==> src/rtl/if_fetch_ctrl.sv <==
`default_nettype none
// ============================================================================
//  Module      : if_fetch_ctrl
//  Description : Fetch-side flow control. Owns the fetch PC, issues Icache
//                requests under a credit limit, drops responses made stale
//                by a redirect, and buffers instructions in order for if_id.
//  Revision    : 1.0 - initial release
// ============================================================================
module if_fetch_ctrl #(
   parameter logic [31:0] RESET_PC = 32'h0000_0000,
   parameter int          MAX_OUT  = 2
) (
   input  logic        clk,
   input  logic        rst,
   input  logic        fc_jump_flag_i,
   input  logic [31:0] fc_jump_pc_i,
   input  logic        fc_stall_flag_i,
   output logic        if_req_valid_o,
   output logic [31:0] if_req_pc_o,
   input  logic        Icache_ready_i,
   input  logic        Icache_rsp_valid_i,
   input  logic [31:0] Icache_rsp_inst_i,
   output logic        if_valid_o,
   output logic [31:0] if_pc_o,
   output logic [31:0] if_inst_o,
   output logic        if_err_o
);

   localparam int             CW       = $clog2(MAX_OUT + 1);
   localparam int             PW       = (MAX_OUT > 1) ? $clog2(MAX_OUT) : 1;
   localparam logic [CW:0]    CREDIT   = (CW + 1)'(MAX_OUT);
   localparam logic [PW-1:0]  PTR_LAST = PW'(MAX_OUT - 1);

   function automatic logic [PW-1:0] ptr_inc(input logic [PW-1:0] p);
      return (p == PTR_LAST) ? '0 : p + 1'b1;
   endfunction

   logic [31:0]   pc_q, pc_d;
   logic [CW-1:0] inflight_q, inflight_d;
   logic [CW-1:0] kill_q, kill_d;
   logic [CW-1:0] out_cnt_q, out_cnt_d;
   logic          err_q, err_d;

   logic [31:0]   pcq_mem_q [MAX_OUT];
   logic [31:0]   pcq_mem_d [MAX_OUT];
   logic [PW-1:0] pcq_wr_q, pcq_wr_d, pcq_rd_q, pcq_rd_d;

   logic [31:0]   out_pc_q   [MAX_OUT];
   logic [31:0]   out_pc_d   [MAX_OUT];
   logic [31:0]   out_inst_q [MAX_OUT];
   logic [31:0]   out_inst_d [MAX_OUT];
   logic [PW-1:0] out_wr_q, out_wr_d, out_rd_q, out_rd_d;
   logic [31:0]   last_pc_q, last_pc_d, last_inst_q, last_inst_d;

   logic w_req_valid, w_accept, w_rsp_ok, w_rsp_keep, w_pop;

   // Credit counts both in-flight requests and buffered entries, so the out
   // FIFO always has room for every response that can still arrive.
   assign w_req_valid = !rst && !fc_jump_flag_i && !fc_stall_flag_i &&
                        (({1'b0, inflight_q} + {1'b0, out_cnt_q}) < CREDIT);
   assign w_accept    = w_req_valid && Icache_ready_i;
   assign w_rsp_ok    = Icache_rsp_valid_i && (inflight_q != '0);
   assign w_rsp_keep  = w_rsp_ok && (kill_q == '0) && !fc_jump_flag_i;
   assign w_pop       = (out_cnt_q != '0) && !fc_stall_flag_i && !fc_jump_flag_i;

   always_comb begin
      pc_d        = pc_q;
      inflight_d  = inflight_q + CW'(w_accept) - CW'(w_rsp_ok);
      kill_d      = kill_q;
      out_cnt_d   = out_cnt_q + CW'(w_rsp_keep) - CW'(w_pop);
      err_d       = err_q;
      pcq_mem_d   = pcq_mem_q;
      pcq_wr_d    = pcq_wr_q;
      pcq_rd_d    = pcq_rd_q;
      out_pc_d    = out_pc_q;
      out_inst_d  = out_inst_q;
      out_wr_d    = out_wr_q;
      out_rd_d    = out_rd_q;
      last_pc_d   = last_pc_q;
      last_inst_d = last_inst_q;

      if (w_accept) begin
         pc_d                = pc_q + 32'd4;
         pcq_mem_d[pcq_wr_q] = pc_q;
         pcq_wr_d            = ptr_inc(pcq_wr_q);
      end
      if (w_rsp_ok) begin
         pcq_rd_d = ptr_inc(pcq_rd_q);
         if (kill_q != '0) kill_d = kill_q - 1'b1;
      end
      if (Icache_rsp_valid_i && (inflight_q == '0)) err_d = 1'b1;
      if (w_rsp_keep) begin
         out_pc_d[out_wr_q]   = pcq_mem_q[pcq_rd_q];
         out_inst_d[out_wr_q] = Icache_rsp_inst_i;
         out_wr_d             = ptr_inc(out_wr_q);
      end
      if (w_pop) begin
         last_pc_d   = out_pc_q[out_rd_q];
         last_inst_d = out_inst_q[out_rd_q];
         out_rd_d    = ptr_inc(out_rd_q);
      end
      // Redirect: everything still in flight becomes stale, buffer is flushed.
      if (fc_jump_flag_i) begin
         pc_d        = {fc_jump_pc_i[31:2], 2'b00};
         kill_d      = inflight_q - CW'(w_rsp_ok);
         out_cnt_d   = '0;
         out_wr_d    = '0;
         out_rd_d    = '0;
         last_inst_d = '0;
      end
   end

   always_ff @(posedge clk) begin
      if (rst) begin
         pc_q        <= RESET_PC;
         inflight_q  <= '0;
         kill_q      <= '0;
         out_cnt_q   <= '0;
         err_q       <= 1'b0;
         pcq_wr_q    <= '0;
         pcq_rd_q    <= '0;
         out_wr_q    <= '0;
         out_rd_q    <= '0;
         last_pc_q   <= '0;
         last_inst_q <= '0;
      end else begin
         pc_q        <= pc_d;
         inflight_q  <= inflight_d;
         kill_q      <= kill_d;
         out_cnt_q   <= out_cnt_d;
         err_q       <= err_d;
         pcq_wr_q    <= pcq_wr_d;
         pcq_rd_q    <= pcq_rd_d;
         out_wr_q    <= out_wr_d;
         out_rd_q    <= out_rd_d;
         last_pc_q   <= last_pc_d;
         last_inst_q <= last_inst_d;
      end
      pcq_mem_q  <= pcq_mem_d;
      out_pc_q   <= out_pc_d;
      out_inst_q <= out_inst_d;
   end

   always_ff @(posedge clk) begin
      if (!rst) assert (kill_q <= inflight_q);
   end

   assign if_req_valid_o = w_req_valid;
   assign if_req_pc_o    = pc_q;
   assign if_valid_o     = (out_cnt_q != '0);
   assign if_pc_o        = if_valid_o ? out_pc_q[out_rd_q]   : last_pc_q;
   assign if_inst_o      = if_valid_o ? out_inst_q[out_rd_q] : last_inst_q;
   assign if_err_o       = err_q;

endmodule
`default_nettype wire

==> config.mk <==
export PLATFORM = sky130hd
export DESIGN_NAME = if_fetch_ctrl
export DESIGN_NICKNAME = d
export VERILOG_FILES = /design/src/rtl/if_fetch_ctrl.sv
export SDC_FILE = /design/constraint.sdc
export NUM_CORES = 1
export LEC_CHECK = 0
export BUFFER_PORTS_ARGS = -buffer_cell sky130_fd_sc_hd__clkbuf_2
export CAP_MARGIN = 15
export CORE_ASPECT_RATIO = 0.7
export CORE_MARGIN = 8
export CORE_UTILIZATION = 40
export CTS_CLUSTER_SIZE = 10
export DETAILED_ROUTE_END_ITERATION = 10
export HOLD_SLACK_MARGIN = 0.02
export PLACE_DENSITY = 0.59
export SLEW_MARGIN = 20
export SYNTH_ARGS = -nofsm -noshare
export SYNTH_HDL_FRONTEND = slang
export SYNTH_SLANG_ARGS = --single-unit
export TNS_END_PERCENT = 5
==> constraint.sdc <==
create_clock -name clk -period 3.95 [get_ports clk]
set_clock_uncertainty 0.15 [all_clocks]
set_input_delay 0.1975 -clock clk [delete_from_list [all_inputs] [get_ports clk]]
set_output_delay 0.1975 -clock clk [all_outputs]
set_load 0.03 [all_outputs]
# [After elaboration in Yosys (flattened, before gate mapping)]
# Cells that the tools add are included.
[totals] ff_bits=299 out_inout_bits=99
[classes] n_reduce_logical=25 bitwise=4 n_lt_le_gt_ge=7 muxes=27 n_addsub=12
[op_table] op="$mux W32" n=15
[op_table] op="$bwmux W64" n=3
[op_table] op="$demux W32 S1" n=2
[op_table] op="$add A32 B3 Y32 const B" n=1
[op_table] op="$logic_and A1 B1 Y1" n=12
[op_table] op="$reduce_bool A2 Y1" n=6
[op_table] op="$ge A2 B2 Y1 const B" n=4
[op_table] op="$not A1 Y2" n=4
[op_table] op="$mux W2" n=3
[op_table] op="$sub A2 B1 Y2" n=3
[op_table] op="$add A1 B1 Y1 const B" n=4
[op_table] op="$add A2 B1 Y2" n=2
[op_table] op="$logic_not A2 Y1" n=2
[op_table] op="$lt A2 B1 Y1 const B" n=2
[op_table] op="$mux W1" n=4
[op_table] op="$add A2 B2 Y3" n=1
[op_table] op="$logic_not A1 Y1" n=3
[op_table] op="$lt A3 B2 Y1 const B" n=1
[op_table] op="$reduce_and A2 Y1" n=1
[op_table] op="$reduce_or A2 Y1" n=1
[op_table] op="$sub A2 B1 Y2 const B" n=1

# [Longest topological paths before layout]
# Gate-level depths: netlist of run 1.
[logic_depth] ltp_word=7 mapped_depth=12 depth_no_buf=10

# [Worst setup path before layout of run 1]
# No wires, ideal clock.
[synth_timing] path_type="reg2reg" start="register inflight_q[1]" end="register out_inst_q[32] (netlist name), enable pin" path_buffers=0 slack_ns=-0.235 required_time_ns=3.317 path_stages_with_launch=6 setup_time_ns=0.483 synth_period_minus_slack_ns=4.185 arrival_time_ns=3.552 path_cell_list="dfxtp_1 o21ai_0 inv_1 and3_1 inv_1 nor2_1"
[synth_between] elab_chain_len=4
[synth_lines] element="start, declared" line_no="39" source="logic [CW-1:0] inflight_q, inflight_d;"
[synth_lines] element="start signal, assigned" line_no="128" source="inflight_q <= inflight_d;"
[synth_lines] element="$reduce_bool A2 Y1" line_no="62" source="assign w_rsp_ok = Icache_rsp_valid_i && (inflight_q != '0);"
[synth_lines] element="$logic_and A1 B1 Y1" line_no="62"
[synth_lines] element="named net w_rsp_ok" line_no="55" source="logic w_req_valid, w_accept, w_rsp_ok, w_rsp_keep, w_pop;"
[synth_lines] element="$logic_and A1 B1 Y1 (2 in series)" line_no="63" source="assign w_rsp_keep = w_rsp_ok && (kill_q == '0) && !fc_jump_flag_i;"
[synth_lines] element="end signal, assigned" line_no="141" source="out_inst_q <= out_inst_d;"
[synth_lines] element="end, declared" line_no="50" source="logic [31:0] out_inst_q [MAX_OUT];"
# The timed path passes the listed nets, and every way through them passes these cells.
# A chain may end at the register's enable or synchronous reset.

# [Worst setup path after layout of run 1]
[layout_timing] start="register inflight_q[0]" end="register pc_q[24] (netlist: if_req_pc_o[24])"
[layout_between] elab_chain_len=5
[layout_lines] element="$add A2 B2 Y3" line_no="60" source="(({1'b0, inflight_q} + {1'b0, out_cnt_q}) < CREDIT);"
[layout_lines] element="$lt A3 B2 Y1" line_no="60"
[layout_lines] element="$logic_and A1 B1 Y1" line_no="59" source="assign w_req_valid = !rst && !fc_jump_flag_i && !fc_stall_flag_i &&"
[layout_lines] element="$logic_and A1 B1 Y1" line_no="61" source="assign w_accept = w_req_valid && Icache_ready_i;"
[layout_lines] element="$reduce_bool A2 Y1 (no source line)"
[layout_lines] element="end signal, assigned" line_no="127" source="pc_q <= pc_d;"
[layout_lines] element="end, declared" line_no="38" source="logic [31:0] pc_q, pc_d;"
# No other way between the ends.

==> results of run 1 <==
## critical path: stages (launching register included)
cell and delay, ns:
dfxtp_1 0.39, and2_1 0.16, fa_1 0.46, or4b_4 0.67, nor2_4 0.25, inv_2 0.22
or4_1 0.50, a31oi_1 0.16, dlygate4sd3_1 0.56
## Yosys cell counts (all sizes together) (10+ instances only)
| cell type | n | share of area |
|---|---|---|
| edfxtp | 184 | 0.48 |
| nor2 | 156 | 0.051 |
| dfxtp | 103 | 0.18 |
| a21oi | 79 | 0.034 |
| a211oi | 69 | 0.045 |
| mux2i | 65 | 0.056 |
| clkbuf | 37 | 0.016 |
| nand2 | 32 | 0.010 |
| mux2 | 31 | 0.030 |
| buf | 23 | 0.010 |
| nand3 | 13 | 0.0067 |
| inv | 11 | 0.0036 |
| xor2 | 11 | 0.0083 |
| nand4 | 10 | 0.0060 |
| xnor2 | 10 | 0.0076 |
## sequential cells by signal (all words and copies together) (netlist names), 30 cells and up
register / count
out_pc_q: 60
last_inst_q: 32
pcq_mem_q: 60
if_req_pc_o: 30
last_pc_q: 30
out_inst_q: 64
## how the worst min path moves through the flow
stage                           from              to  slack (ns)  cells after the start
2_1_floorplan   Icache_rsp_inst_i[0]   out_inst_q[0]        0.15                      0
3_3_place_gp    Icache_rsp_inst_i[6]   out_inst_q[6]        0.24                      1
3_5_place_dp   Icache_rsp_inst_i[13]  out_inst_q[45]        0.24                      1
4_1_cts               fc_jump_flag_i       kill_q[1]        0.03                      4
5_1_grt               fc_jump_flag_i       kill_q[1]        0.06                      4
6_report              fc_jump_flag_i  if_req_pc_o[5]        0.05                      4
## stage by stage
step	cells	instance area, µm²
detailed placement	1409	12700
floorplan	914	11600
global route	1532	14400
finish	1532	14400
CTS	1532	14400
global placement	1409	12700
## what timing repair did
action                                 4_1_cts  5_1_grt
endpoints found under the hold margin      105        0
hold buffers                                66        0
resized for setup                            0        0
## final cells by class
cell class                      instances  area share
Clock buffer                           53      0.0678
Clock inverter                          4     0.00418
Inverter                               11     0.00287
Multi-Input combinational cell        555       0.253
Sequential cell                       287       0.528
Tap cell                              378      0.0329
Timing Repair Buffer                  244       0.112
## per-layer routing
| layer | GRT usage | routed length [µm] |
|---|---|---|
| met1 | 0.223 | 13100 |
| met4 | 0.0441 | 490 |
| met2 | 0.243 | 12200 |
| met5 | 0 | 0 |
| met3 | 0.0370 | 1700 |
## cells by family after synthesis
logic type / synth area share
AOI/OAI and AO/OA: 0.0985
DFF: 0.657
and+or+nand+nor: 0.101
buffers and inverters: 0.0312
other: 0.000325
adders and majority gates: 0.00932
muxes: 0.0865
xor gates and xnor gates: 0.0159
## power by group through the flow
stage	Combinational (W)	Clock, W	Sequential [W]
5_1_grt	0.000961	0.00313	0.00352
2_1_floorplan	0.000582	0	0.00353
3_3_place_gp	0.000829	0	0.00356
6_report	0.000876	0.00291	0.00350
4_1_cts	0.000889	0.00299	0.00350
3_5_place_dp	0.000831	0	0.00356
==> impl_metrics.tcl, run 1 <==
set metrics [dict create \
    ys_seq_area_frac 0.657 \
    ys_ff_latch 287 \
    grt_pass1_vias 7671 \
    wl_per_cell_um 17.9 \
    grt-ovfl-total 0 \
    cap_viol_max_count 0 \
    die_y_um 158 \
    drive_above_1_share 0.235 \
    clk_pin_slew_ns 0.06 \
    power_frac_comb 0.120 \
    fin_ws_ns 0.359 \
    crit_end "if_req_pc_o[24]" \
    num_rows 52 \
    vias 7772 \
    antenna_found_initial 0 \
    area_delta_synth_final_pct 24.5 \
    yosys_warnings 0 \
    nNetsFinal 1212 \
    synthFlopType "edfxtp_1" \
    setup_viol 0 \
    post-cts-setup-buffer-count 0 \
    grt_max_degree 126 \
    p_sw_frac 0.250 \
    async_flop_share 0 \
    final_common_cell "edfxtp_1" \
    track_usage 0.159 \
    power_density_nw_per_um2 507 \
    grt_first_pass_wirelength_um 43300 \
    dp_hpwl_um 17500 \
    r2r_slack_ns 0.36 \
    vias_per_cell 5.07 \
    nFillCells 2497 \
    postRouteAntennaNets 0 \
    finish.utilization 0.502 \
    root_buffer "clkbuf_16" \
    first_iter_violations 507 \
    r2r-start "inflight_q[0]" \
    clock.fmax_mhz 278 \
    syn_inst 911 \
    start_kind "flop" \
    wirelength_um 27500 \
    fin_crit_sh 0.909 \
    place_ws_ns 0.752 \
    cts-buffers-inserted 35 \
    ios 169 \
    synth-edff-count 184 \
    synth.distinct_cells 60 \
    fin_crit_ns 3.59 \
    crit_start "inflight_q[0]" \
    dieArea_um2 34700 \
    maxSlewHeadroom 0.430 \
    power_w 0.00728 \
    min_path_type "in2reg" \
    fin_hold_ws_ns 0.0519 \
    clock_path_buffers 3 \
    path_class "reg2reg" \
    p_seq_frac 0.480 \
    p_int_w 0.00546 \
    power.clock.fraction 0.400 \
    status "complete, no violations" \
    tns_ns 0 \
    endpoint_kind "flop" \
    clkSinkCount 287 \
    die_w_um 219 \
    initial_utilization 0.403 \
    worst_slew_pin_slew_ns 0.855 \
    drv_slew 0 \
    ir_drop_mv 0.297 \
    avgSynthCellArea_um2 12.7 \
    worstRegToRegCells 8 \
    register_area_um2 7590 \
    rr_endpoint "if_req_pc_o[24]" \
    core_um2 28600 \
    final_hold_viol_count 0 \
    p_leak_nw 5.10 \
    final_cell_mix "edfxtp_1 (184), clkbuf_2 (162), nor2_1 (153)" \
    place_congestion 0.805 \
    htreeDepth 2 \
    netlist_area_um2 11600 \
    cp.arrival_ns 3.89 \
    drtPass1Iterations 5 \
    multi_input_comb_area_um2 3630 \
    power.switching_w 0.00182 \
    rsz0062_at_grt "false" \
    clk_latency_ns 0.51 \
    diodes 0 \
    drc 0 \
    cts_tree "built" \
    port_buffers 162 \
    cp_data_required_time_ns 4.25 \
    crit_path_max_fanout 21 \
]
(Power assumes the default switching activity.)
==> run 2, diff against run 1 <==
- BUFFER_PORTS_ARGS: -buffer_cell sky130_fd_sc_hd__clkbuf_2 -> not set
- DONT_BUFFER_PORTS: not set -> 1
- PLACE_DENSITY: 0.59 -> 0.53
==> impl_metrics.tcl, run 2 (synthesized netlist as in run 1, its figures left out) <==
set metrics [dict create \
    ir_drop_mv 0.302 \
    p_seq_frac 0.484 \
    final_common_cell "edfxtp_1" \
    final_cell_mix "edfxtp_1 (184), nor2_1 (153), dfxtp_1 (102)" \
    power_density_nw_per_um2 522 \
    initial_utilization 0.403 \
    max_stage_delay_ns 0.68 \
    cts_tree "built" \
    crit_path_max_fanout 21 \
    clkSinkCount 287 \
    worst_slew_pin_slew_ns 1.01 \
    diodes 0 \
    grt_first_pass_wirelength_um 42900 \
    place_congestion 0.764 \
    vias 7235 \
    endpoint_kind "flop" \
    root_buffer "clkbuf_16" \
    finish.utilization 0.482 \
    fin_cells 1393 \
    clk_pin_slew_ns 0.05 \
    vias_per_cell 5.19 \
    nNetsFinal 1068 \
    die_w_um 219 \
    cp_data_required_time_ns 4.26 \
    path_class "reg2reg" \
    cp.arrival_ns 3.94 \
    setup_viol 0 \
    p_sw_frac 0.255 \
    clk_latency_ns 0.52 \
    final_hold_viol_count 0 \
    clock_path_buffers 3 \
    power_frac_comb 0.116 \
    grt_max_degree 104 \
    slowest_stage "or4b_4" \
    ios 169 \
    cp_num_buf_inv 2 \
    drv_slew 0 \
    core_um2 28600 \
    cts-buffers-inserted 35 \
    power.clock.fraction 0.400 \
    p_int_w 0.00536 \
    htreeDepth 2 \
    p_leak_nw 4.50 \
    power_w 0.00720 \
    track_usage 0.161 \
    largest_registers "out_inst_q x64, out_pc_q x60, pcq_mem_q x60" \
    start_kind "flop" \
    dp_hpwl_um 17200 \
    min_path_type "in2reg" \
    wirelength_um 28000 \
    drive_above_1_share 0.108 \
    ctsResizeCount 0 \
    first_iter_violations 481 \
    fin_crit_sh 0.918 \
    dp.cells 1250 \
    rsz0062_at_grt "false" \
    power.switching_w 0.00184 \
    largest_reg_flops 64 \
    cp_top_family "simple AND/OR/NAND/NOR gates" \
    grt_pass1_vias 7023 \
    cp_cell_sequence "and2_1 > fa_1 > or4b_4 > nor2_4 > inv_2 > or4_1 > a31oi_1 > dlygate4sd3_1" \
    status "complete, no violations" \
    dieArea_um2 34700 \
    clock.fmax_mhz 276 \
    die_y_um 158 \
    antenna_found_initial 0 \
    grt-ovfl-total 0 \
    drc 0 \
    drtPass1Iterations 5 \
    fin_crit_ns 3.63 \
    maxSlewHeadroom 0.321 \
    port_buffers 0 \
    postRouteAntennaNets 0 \
    area_delta_synth_final_pct 19.4 \
    cap_viol_max_count 0 \
    num_rows 52 \
    wl_per_cell_um 20.1 \
    top_register "out_inst_q" \
    tns_ns 0 \
]
## run 2: cell count changes in the layout (fill, tap and decap cells not counted), moves of 4 or more
cell,previous run,this run
clkbuf_2,162,0
dlygate4sd3_1,66,80
buf_12,1,5
clkbuf_1,16,22
## run 2: per-layer routing
layer	share of wire	GRT usage
met1	0.47	0.225
met2	0.45	0.240
met3	0.064	0.0447
met4	0.016	0.0469
met5	0	0
## run 2: cell type report
class / instances / area [µm²]
fillers: 2517 / 14800
flip-flops and latches: 287 / 7590
multi-input cells: 555 / 3630
repair buffers: 100 / 1030
clock buffers: 58 / 983
well taps: 378 / 473
inverters: 11 / 41.3
clock inverters: 4 / 37.5
## run 2: timing repair
action,in CTS,in global routing
hold buffers,81,0
hold endpoints to repair,138,0
setup buffers,0,0
endpoints found under the setup margin,0,0
## run 2: worst reg2reg max path: stages, from the launching register on
cell and delay, ns:
dfxtp_1 0.38, and2_1 0.16, fa_1 0.46, or4b_4 0.68
nor2_4 0.27, inv_2 0.23, or4_1 0.53, a31oi_1 0.18
dlygate4sd3_1 0.56
## run 2: worst paths after layout
check	startpoint	end	slack [ns]	depth (start not counted)
min	Icache_ready_i	if_req_pc_o[29]	0.11	3
min reg2reg	last_pc_q[9]	last_pc_q[9]	0.35	2
max	inflight_q[0]	if_req_pc_o[24]	0.32	8
max reg2reg	inflight_q[0]	if_req_pc_o[24]	0.32	8
## run 2: metrics by stage
step	hold slack [ns]	cell area, µm²	setup WS [ns]
2_1_floorplan	0.146	11600	0.0807
3_3_place_gp	0.123	11900	0.812
3_5_place_dp	0.126	11900	0.796
4_1_cts	0.0661	13800	0.356
5_1_grt	0.110	13800	0.174
6_report	0.109	13800	0.325
## run 2: power by group through the flow
| stage | logic (W) | registers, W | clock network, W |
|---|---|---|---|
| 2_1_floorplan | 0.000582 | 0.00353 | 0 |
| 3_3_place_gp | 0.000751 | 0.00354 | 0 |
| 3_5_place_dp | 0.000755 | 0.00355 | 0 |
| 4_1_cts | 0.000855 | 0.00348 | 0.00300 |
| 5_1_grt | 0.000921 | 0.00350 | 0.00312 |
| 6_report | 0.000837 | 0.00348 | 0.00288 |
